<file path="src/rtl/register_dump.sv">
// Walks register indices first_idx..last_idx (wrapping mod 32) through the debug read port and streams each word out.
// Latency: start -> READ next cycle -> out_valid the cycle after; out_valid/out_ready backpressure stalls in SEND without loss.
module register_dump #(
  parameter int WIDTH = 32
) (
  input  logic             clk,
  input  logic             reset,
  input  logic             start,
  input  logic [4:0]       first_idx,
  input  logic [4:0]       last_idx,
  output logic [4:0]       Debug_Source,
  input  logic [WIDTH-1:0] Debug_Output,
  output logic             out_valid,
  input  logic             out_ready,
  output logic [WIDTH-1:0] out_data,
  output logic [4:0]       out_idx,
  output logic             out_last,
  output logic             busy,
  output logic             done
);

  typedef enum logic [1:0] {
    IDLE = 2'd0,
    READ = 2'd1,
    SEND = 2'd2,
    DONE = 2'd3
  } state_t;

  state_t           state_q, state_d;
  logic [4:0]       cur_idx_q, cur_idx_d;
  logic [4:0]       end_idx_q, end_idx_d;
  logic [WIDTH-1:0] out_data_q, out_data_d;
  logic [4:0]       out_idx_q, out_idx_d;
  logic             out_last_q, out_last_d;

  always_ff @(posedge clk or negedge reset) begin
    if (!reset) begin
      state_q    <= IDLE;
      cur_idx_q  <= '0;
      end_idx_q  <= '0;
      out_data_q <= '0;
      out_idx_q  <= '0;
      out_last_q <= 1'b0;
    end else begin
      state_q    <= state_d;
      cur_idx_q  <= cur_idx_d;
      end_idx_q  <= end_idx_d;
      out_data_q <= out_data_d;
      out_idx_q  <= out_idx_d;
      out_last_q <= out_last_d;
    end
  end

  always_comb begin
    state_d    = state_q;
    cur_idx_d  = cur_idx_q;
    end_idx_d  = end_idx_q;
    out_data_d = out_data_q;
    out_idx_d  = out_idx_q;
    out_last_d = out_last_q;
    case (state_q)
      IDLE: begin
        if (start) begin
          cur_idx_d = first_idx;
          end_idx_d = last_idx;
          state_d   = READ;
        end
      end
      READ: begin
        out_data_d = Debug_Output;
        out_idx_d  = cur_idx_q;
        out_last_d = (cur_idx_q == end_idx_q);
        state_d    = SEND;
      end
      SEND: begin
        if (out_ready) begin
          if (out_last_q) begin
            state_d = DONE;
          end else begin
            // 5-bit increment wraps 31 -> 0 for first_idx > last_idx dumps
            cur_idx_d = cur_idx_q + 5'd1;
            state_d   = READ;
          end
        end
      end
      DONE: begin
        state_d = IDLE;
      end
      default: begin
        state_d = IDLE;
      end
    endcase
  end

  assign Debug_Source = (state_q == READ) ? cur_idx_q : 5'd0;
  assign out_valid    = (state_q == SEND);
  assign out_data     = out_data_q;
  assign out_idx      = out_idx_q;
  assign out_last     = out_last_q;
  assign busy         = (state_q != IDLE);
  assign done         = (state_q == DONE);

endmodule
</file>
<file path="config.mk">
export PLATFORM = sky130hd
export DESIGN_NAME = register_dump
export DESIGN_NICKNAME = d
export VERILOG_FILES = /design/src/rtl/register_dump.sv
export SDC_FILE = /design/constraint.sdc
export NUM_CORES = 1
export LEC_CHECK = 0
export BUFFER_PORTS_ARGS = -buffer_cell sky130_fd_sc_hd__buf_4
export CAP_MARGIN = 30
export CORE_MARGIN = 3
export CORE_UTILIZATION = 50
export CTS_CLUSTER_SIZE = 20
export DETAILED_ROUTE_END_ITERATION = 6
export PLACE_DENSITY = 0.84
export SLEW_MARGIN = 10
export SYNTH_ARGS = -nofsm -noshare
export SYNTH_HDL_FRONTEND = slang
export SYNTH_SLANG_ARGS = --single-unit
</file>
<file path="constraint.sdc">
create_clock -name clk -period 2.06 [get_ports clk]
set_input_delay 0.412 -clock clk [delete_from_list [all_inputs] [get_ports clk]]
set_output_delay 0.412 -clock clk [all_outputs]
set_load 0.1 [all_outputs]
</file>
==> out/metrics.csv <==
stage;metric;value;unit
cells_and_area;drive_gt1_share;37.7;%
critical_path;cp_data_required_time;1650;ps
synthesis;async_reset_ff_share;100;%
timing;final_hold_viol_count;0;
timing;worst_slew_pin_slew;596;ps
cells_and_area;fillers;290;
cts;path_clk_slew;90;ps
route;drc;0;
route;post_drt_wl_per_cell;14.3;um
cts;cts_buffer_depth;2;
synthesis;syn_area_per_cell;9.96;um^2
critical_path;end_kind;output port;
synthesis;yosys.cell_types.count;31;
cells_and_area;nNetsFinal;351;
route;drtIter0Drc;109;
cells_and_area;stdcell_area;2950;um^2
placement;dp_hpwl;3830;um
timing;setup_viol;0;
timing;fmax;509;MHz
synthesis;syn-cell-area;2110;um^2
global_route;grt_usage;20.5;%
cts;numCtsBuffers;5;
timing;slew_headroom;60.3;%
status;status;finished, final reports clean;
route;postRouteAntennaNets;0;
synthesis;ys.warnings.count;0;
cts;cts_sinks;50;
global_route;grt_pass1_wl;8180;um
cts;postCtsHoldBufs;0;
synthesis;ys_dominant_reg_cell;dfrtp_1;
cells_and_area;area_growth;39.7;%
synthesis;synth_area_leaders;dfrtp_1, nand2_1, mux2_2, a21o_1, and2_1;
critical_path;arrival;1550;ps
critical_path;slowest_stage;dfrtp_1;
floorplanning;die_w;71.0;um
cts;post_cts_buffers;0;
timing;slew_violations;0;
synthesis;ys_ff_latch;50;
critical_path;critical_path.max_stage_delay;520;ps
critical_path;timing.critical_path.cells;nor2b_4, and2_1, buf_4;
global_route;grt_pass1_vias;1723;
critical_path;critical_path.max_fanout;10;
synthesis;synth_top_area_share;59.3;%
global_route;antenna_found_initial;0;
cts;ctsResizeCount;0;
floorplanning;start_util;54.8;%
global_route;grt_max_degree;51;
synthesis;syn_nets;259;
placement;placed_cell_area;2830;um^2
cts;h-tree-depth;2;
critical_path;cp-start-kind;flip-flop;
timing;period_share;95.4;%
critical_path;critPathKind;flip-flop to output port;
cts;cts_tree;done;
placement;port_buffers;91;
placement;gp_congestion;0.831;
floorplanning;fp.coreArea;3850;um^2
timing;period_needed;1960;ps
synthesis;syn_inst;212;
floorplanning;rows;22;
synthesis;yosysSeqAreaShare;59.3;%
synthesis;synth_edf_count;0;
route;drt-pass1-iter-count;4;
route;viasPerCell;5.00;
critical_path;rrSetupSlack;380;ps
run;maxCapViolCount;0;
floorplanning;die_h;71.0;um
cells_and_area;antennaDiodeCount;0;
timing;clock_skew;7.47;ps
global_route;overflow;0;
route;wl;5050;um
cts;worst_skew_pair.late_latency;290;ps
synthesis;synth_top_area_cell;dfrtp_1;
floorplanning;io_pins;92;
hold_path;hp-class;primary input to asynchronous set/reset pin;
cts;cts_root_buf;clkbuf_8;
floorplanning;die_area;5040;um^2
route;num_vias;1766;
## Yosys cell counts (2+ instances only)
library cell  instances
xor2_1                2
nand2b_1              2
and3_1                2
xnor2_1               3
mux2_2                6
nand2_1              97
a22oi_1               2
buf_2                 4
a21o_1                6
o22ai_1               4
and2_1                6
o2bb2ai_1             3
dfrtp_1              50
clkbuf_1              5
nor3b_1               2
nor2b_1               2
buf_6                 2
## path summary, 6_finish.rpt
path | endpoint | depth (start not counted) | from
max | Debug_Source[2] | 3 | state_q[0]$_DFFE_PN0P_
max reg2reg | end_idx_q[4]$_DFFE_PN0P_ | 3 | state_q[1]$_DFFE_PN0P_
min in group clk | out_data[22]$_DFFE_PN0N_ | 3 | Debug_Output[22]
min reg2reg | out_data[14]$_DFFE_PN0N_ | 2 | out_data[14]$_DFFE_PN0N_
min | out_data[23]$_DFFE_PN0N_ | 1 | reset
max in group asynchronous | out_data[11]$_DFFE_PN0N_ | 1 | reset
## state kept, by name, indices dropped and copies added (netlist names)
| name | flops |
|---|---|
| cur_idx_q | 5 |
| end_idx_q | 5 |
| state_q | 2 |
| out_last | 1 |
| out_idx | 5 |
| out_data | 32 |
## logic make-up after synthesis
group,Yosys count,share of synthesized area [%]
compound gates,19,6.58
simple gates,117,24.0
xor+xnor,5,2.08
fa+ha+maj,1,0.593
mux,8,4.39
flops,50,59.3
buf+inv,12,3.08
## area by class of cell
cell class / instances / area, um^2 / share of cell area [%]
Sequential cell: 50 / 1250 / 42.4
Multi-Input combinational cell: 150 / 802 / 27.2
Timing Repair Buffer: 96 / 721 / 24.4
Clock buffer: 6 / 72.6 / 2.46
Tap cell: 48 / 60.1 / 2.04
Clock inverter: 2 / 37.5 / 1.27
Inverter: 1 / 3.75 / 0.127
## critical path, delay by kind of cell, from the launching register on
family,cells,cell delay (ps)
flops,1,520
buf+inv,1,300
simple gates,2,450
## per-stage QoR
stage / cells / utilization (%) / worst slack (ps) / TNS (ps) / hold slack (ps)
final: 353 / 76.5 / 95.1 / 0 / 117
after detailed placement: 345 / 73.5 / 371 / 0 / 462
after global placement: 345 / 73.5 / 415 / 0 / 460
after CTS: 353 / 76.4 / 31.3 / 0 / 141
after floorplan: 212 / - / 78.3 / 0 / 116
after global routing: 353 / 76.5 / -3.45 / -3.45 / 157
## placed cells by master, fill, tap and decap left out, types with 2 or more instances in the layout
| master | instances |
|---|---|
| clkbuf_8 | 5 |
| nand2_1 | 97 |
| o2bb2ai_1 | 3 |
| and3_1 | 2 |
| nor3b_1 | 2 |
| and2_1 | 6 |
| a21o_1 | 6 |
| o22ai_1 | 4 |
| mux2_2 | 6 |
| a22oi_1 | 2 |
| xnor2_1 | 3 |
| buf_4 | 96 |
| nand2b_1 | 2 |
| dfrtp_1 | 50 |
| xor2_1 | 2 |
## routing by layer
layer / vias to the layer above / track usage (%) / share of wire [%]
met4: 0 / 7.52 / 1.5
met3: 9 / 4.55 / 9.2
li1: 865 / - / -
met2: 79 / 33.6 / 48
met1: 813 / 26.7 / 41
met5: - / 0 / 0
Power is left out: the tool's default activity adds up to more than one toggle a clock period on the data nets, which glitch-free logic cannot reach.
